$ cat config.mk
export PLATFORM = sky130hd
export DESIGN_NAME = instr_fetch_unit
export DESIGN_NICKNAME = d
export VERILOG_FILES = /design/src/rtl/instr_fetch_unit.sv
export SDC_FILE = /design/constraint.sdc
export NUM_CORES = 1
export LEC_CHECK = 0
export CAP_MARGIN = 10
export CELL_PAD_IN_SITES_DETAIL_PLACEMENT = 1
export CELL_PAD_IN_SITES_GLOBAL_PLACEMENT = 1
export CORE_UTILIZATION = 37
export DETAILED_ROUTE_END_ITERATION = 10
export PLACE_DENSITY_LB_ADDON = 0.1
export SYNTH_ARGS = -nofsm -noshare
export SYNTH_HDL_FRONTEND = slang
export SYNTH_SLANG_ARGS = --single-unit
export TNS_END_PERCENT = 20
$ cat constraint.sdc
create_clock -name Clock -period 3.25 [get_ports Clock]
set_input_delay 0.325 -clock Clock [delete_from_list [all_inputs] [get_ports Clock]]
set_output_delay 0.325 -clock Clock [all_outputs]
set_load 0.02 [all_outputs]
$ cat src/rtl/instr_fetch_unit.sv
// rtl/instr_fetch_unit.sv - program counter, fixed-latency ROM fetch and instruction register for the ControlUnit
//
// Fetches 16-bit instructions from a synchronous ROM with IM_LAT cycles of read
// latency and presents them in IR, handshaking with Instr_Valid/Instr_Ready.
// Jump loads an absolute fetch address. Fetching stops for good once a HALT
// opcode has been consumed; only reset leaves that state.
//
// Ports:
//   Clock        in   system clock, rising edge
//   Reset        in   asynchronous, active-low reset
//   IM_Addr      out  ROM read address (the fetch PC)
//   IM_Rd        out  ROM read strobe, one cycle per fetch
//   IM_Data      in   ROM read data, valid IM_LAT cycles after the IM_Rd cycle
//   Instr_Valid  out  IR holds an instruction for the ControlUnit
//   Instr_Ready  in   ControlUnit accepts IR this cycle
//   IR           out  instruction register
//   PC           out  address of the instruction in IR
//   Jump         in   load Jump_Addr as the next fetch address
//   Jump_Addr    in   absolute jump target
//   Halted       out  HALT consumed, fetch stopped

module instr_fetch_unit #(
    parameter int          AW      = 7,
    parameter int          IM_LAT  = 1,
    parameter logic [3:0]  HALT_OP = 4'h5
) (
    input  logic          Clock,
    input  logic          Reset,
    output logic [AW-1:0] IM_Addr,
    output logic          IM_Rd,
    input  logic [15:0]   IM_Data,
    output logic          Instr_Valid,
    input  logic          Instr_Ready,
    output logic [15:0]   IR,
    output logic [AW-1:0] PC,
    input  logic          Jump,
    input  logic [AW-1:0] Jump_Addr,
    output logic          Halted
);

    typedef enum logic [2:0] {
        S_IDLE,
        S_REQ,
        S_WAIT,
        S_HOLD,
        S_HALT
    } state_t;

    localparam logic [2:0]    LAT     = 3'(IM_LAT);
    localparam logic [AW-1:0] PC_STEP = {{(AW-1){1'b0}}, 1'b1};

    state_t        state;
    state_t        next_state;
    logic [AW-1:0] fetch_pc;
    logic [2:0]    wait_cnt;
    logic          valid_q;
    logic          halted_q;

    logic          handshake;
    logic          halt_taken;
    logic          jump_taken;
    logic          capture;

    // IR is only presented in HOLD, so the handshake can be decoded from state.
    assign handshake  = (state == S_HOLD) && Instr_Ready;
    assign halt_taken = handshake && (IR[15:12] == HALT_OP);
    // Jump overrides everything except HALT and the HALT handshake itself.
    assign jump_taken = Jump && (state != S_HALT) && !halt_taken;
    // A jump in the capture cycle drops the returning ROM word.
    assign capture    = (state == S_WAIT) && (wait_cnt == 3'd1) && !jump_taken;

    // State register
    always_ff @(posedge Clock or negedge Reset) begin
        if (!Reset) begin
            state <= S_IDLE;
        end else begin
            state <= next_state;
        end
    end

    // Next-state logic
    always_comb begin
        next_state = state;
        case (state)
            S_IDLE: next_state = S_REQ;
            S_REQ:  next_state = S_WAIT;
            S_WAIT: begin
                if (wait_cnt == 3'd1) begin
                    next_state = S_HOLD;
                end
            end
            S_HOLD: begin
                if (halt_taken) begin
                    next_state = S_HALT;
                end else if (handshake) begin
                    next_state = S_REQ;
                end
            end
            S_HALT: next_state = S_HALT;
            default: next_state = S_IDLE;
        endcase
        if (jump_taken) begin
            next_state = S_REQ;
        end
    end

    // Outputs: the address and the valid/halted flags come straight from flops.
    always_comb begin
        IM_Rd       = (state == S_REQ);
        IM_Addr     = fetch_pc;
        Instr_Valid = valid_q;
        Halted      = halted_q;
    end

    // Datapath: fetch PC, latency counter, IR/PC capture, registered flags
    always_ff @(posedge Clock or negedge Reset) begin
        if (!Reset) begin
            fetch_pc <= '0;
            wait_cnt <= 3'd0;
            IR       <= 16'h0000;
            PC       <= '0;
            valid_q  <= 1'b0;
            halted_q <= 1'b0;
        end else begin
            valid_q  <= (next_state == S_HOLD);
            halted_q <= (next_state == S_HALT);

            if (state == S_REQ) begin
                wait_cnt <= LAT;
            end else if ((state == S_WAIT) && (wait_cnt != 3'd0)) begin
                wait_cnt <= wait_cnt - 3'd1;
            end

            if (jump_taken) begin
                fetch_pc <= Jump_Addr;
            end else if (capture) begin
                IR       <= IM_Data;
                PC       <= fetch_pc;
                fetch_pc <= fetch_pc + PC_STEP;
            end
        end
    end

endmodule

==> key figures <==
Power and ir drop
  • Maximum VDD drop: ~0.52 mV
  • Leakage: between 0.9 and 1 nW
  • Pwr per Cell Area: 870.3 nW/µm²

STA
  • Max-slew violation count: 0
  • Rel. slew slack: 42.68%
  • Count of final hold-check violations: 0
  • Setup TNS: 0 ns
  • Final period util: between 60% and 70%
  • Fmax: roughly 470 MHz
  • Worst Tran Pin Value: ~0.86 ns
  • Final setup violating endpoints: 0
  • Clk_skew: ~0.0032 ns
  • WHS: ~0.14 ns
  • RSZ-0062 raised after global routing: false
  • Shortest period the worst path allows: roughly 2.1 ns

Floorplan
  • Die Footprint: roughly 5000 µm²
  • # rows: 24
  • IO Count: 60
  • Die Span Y: between 70 and 80 µm
  • Starting Density: about 40%
  • Die Wd: 70.64 µm
  • Core area: roughly 4400 µm²

Detailed routing
  • Vias per cell: just over 5
  • Final WL: slightly above 4 mm
  • TritonRoute pass-1 iters: 7
  • DR vias: between 1,000 and 1,500
  • Routed len/inst: between 15 and 20 µm
  • Remaining DRCs: 4
  • Final ANT Viol Nets: 0
  • Iteration-0 DRC Markers: 36

Cells and area
  • Final #Nets: about 230
  • Layout cells sized above 1: 16.34%
  • Fill count: roughly 480
  • # diodes: 0
  • Area grow syn2layout: 39.41%

Clock tree
  • TritonCTS Sinks: 38
  • Clock Path Buffers: 2
  • H-Tree Depth: 2
  • Post-CTS Resized: 0
  • CTS tree: yes
  • Hold-fix buffers, CTS: 0
  • Clock latency on the worst-skew pair: between 0.2 and 0.3 ns
  • Post-CTS Setup Bufs: 0
  • Num CTS Buffers: 5
  • Root Buffer Master: clkbuf_8
  • Clock transition at the registers of the reported paths: 0.07 ns

GRT
  • Vias in the first global route: roughly 1,500
  • Largest net degree at the start of global routing: 39
  • Initial antenna violation count: 0
  • First-pass GRT wire length: ~7.1 mm
  • Global-route usage over all layers: between 15 and 20%
  • Residual overflow from global routing: 0

Setup path
  • Data arrival, critical path: 2.29 ns
  • CP Capture Type: flop
  • Worst path slowest cell: dfrtp_1
  • Worst endpoint required time: about 3.4 ns
  • Worst setup path class: flop to flop
  • Critical path's top delay family: simple AND/OR/NAND/NOR gates
  • Crit-path max FO: 18
  • Crit. Startpoint: state[1]
  • Origin of the critical flop-to-flop path: state[1]
  • Worst stage delay on the critical path: slightly above 0.5 ns
  • CP Buf/Inv Count: 1
  • CP Cell Sequence: nand2b_1 > nor4_4 > buf_4 > mux2_2
  • Worst Setup Start Kind: flop

Logic synthesis
  • Post-synth top area share: about 55%
  • Cell area after synthesis: between 1500 and 2000 µm²
  • Mux contribution to synthesized area: 15.43%
  • Ys async rst share: 100.0%
  • Post-synth top cells: dfrtp_1, mux2_2, nor2_1, a21oi_1, xnor2_1
  • Largest family of logic cells by synthesized area: multiplexers
  • Number of synthesized flops with an enable pin: 0
  • Syn avg cell area: about 12 µm²
  • Area fraction in compound gates after synthesis: about 8%
  • Top cells by area, synth: dfrtp_1, mux2_2, xnor2_1
  • Synth area leader: dfrtp_1
  • YS warnings: 0
  • Syn Nets: about 170
  • Gate Count Post-Synth: approximately 140
  • Post-Synth Simple-Gate Area: between 10% and 20%
  • Sequential area share after synthesis: about 55%
  • Adder-cell share of the synthesized area: between 2 and 3%
  • Post-synthesis xor/xnor area fraction: under 10%
  • Most used flip-flop cell after synthesis: dfrtp_1
  • Yosys cell types: 32
  • Count leader, synth: dfrtp_1
  • #FFs+latches synth: 38

Placed design
  • Post-DP HPWL: just over 3 mm
  • GPL Wtd Cong: just over 0.7
  • Number of port buffers: just under 60

Run status
  • Status: finished with violations
  • Failing checks: DRC

Job
  • Max_cap viols: 0

Worst hold path
  • Tightest Hold Check Type: input port to async pin
## registers in the layout, indices dropped and copies added, names as in the netlist
signal       count
IR              16
IM_Addr          7
PC               7
state            3
wait_cnt         3
Halted           1
Instr_Valid      1
## logic make-up after synthesis
family	count (synthesis)
and+or+nand+nor	37
AOI/OAI and AO/OA	21
buffers and inverters	11
DFF	38
muxes	24
adders and majority gates	4
xor gates and xnor gates	6
## per-layer routing
layer	track usage [%]	routed length [µm]	share of wire [%]	vias to the layer above
met5	0	0	0	-
met4	6.000	42	1.0	0
met3	5.271	234	5.6	5
met2	33.76	2139	52	41
met1	20.24	1731	42	654
li1	-	-	-	615
## power breakdown
part / total [W] / internal (W) / switching, W
clock: 0.000307 / 0.000144 / 0.000163
combinational: 0.00101 / 0.000521 / 0.000490
sequential: 0.000797 / 0.000656 / 0.000141
## worst paths after layout
check	to	slack, ns	cells after the start
max reg2reg	IR[9]	1.13	4
min reg2reg	IR[0]	0.49	1
min in group Clock	IR[0]	0.49	1
max	IR[9]	1.13	4
min	wait_cnt[1]	0.14	1
max in group asynchronous	PC[5]	2.56	1
## metrics by stage
stage	cell area [µm²]	power (W)	std cells	worst slack (ns)	util, %
after global placement	2351	0.001787	247	1.136	52.90
final	2430	0.002115	254	1.127	54.67
after detailed placement	2351	0.001828	247	1.092	52.90
after floorplan	1743	0.001351	141	1.574	-
after global routing	2430	0.002249	254	0.9674	54.67
after CTS	2430	0.002147	254	1.099	54.67
## placed cells by master (no fill, tap or decap)
master,count
o21ai_0,5
nor4_1,2
nor4b_1,1
xnor2_1,6
nor2_1,10
nand2b_1,3
o32ai_1,1
a22o_1,1
nor3b_1,1
a311oi_1,1
buf_4,1
clkinv_2,2
mux2_2,20
nor2b_1,5
and3_1,1
ha_1,4
nand3_1,1
clkdlybuf4s50_1,58
a21oi_1,8
a32oi_1,2
mux2i_1,1
dfrtp_1,38
nand4bb_1,1
buf_2,1
mux2_1,3
a311o_2,1
and4b_1,1
inv_1,5
nor3_1,5
clkbuf_8,5
nor4_4,1
a31o_2,2
nand2_1,5
## layout make-up
cell class              instances  area [µm²]  area share [%]
flip-flops and latches         38       950.9           39.13
multi-input cells              92       723.2           29.76
repair buffers                 60       593.1           24.41
clock buffers                   5       68.82           2.832
well taps                      52       65.06           2.678
inverters                       5       18.77          0.7724
clock inverters                 2       10.01          0.4119
No activity file was read; power rests on OpenSTA's default activity.
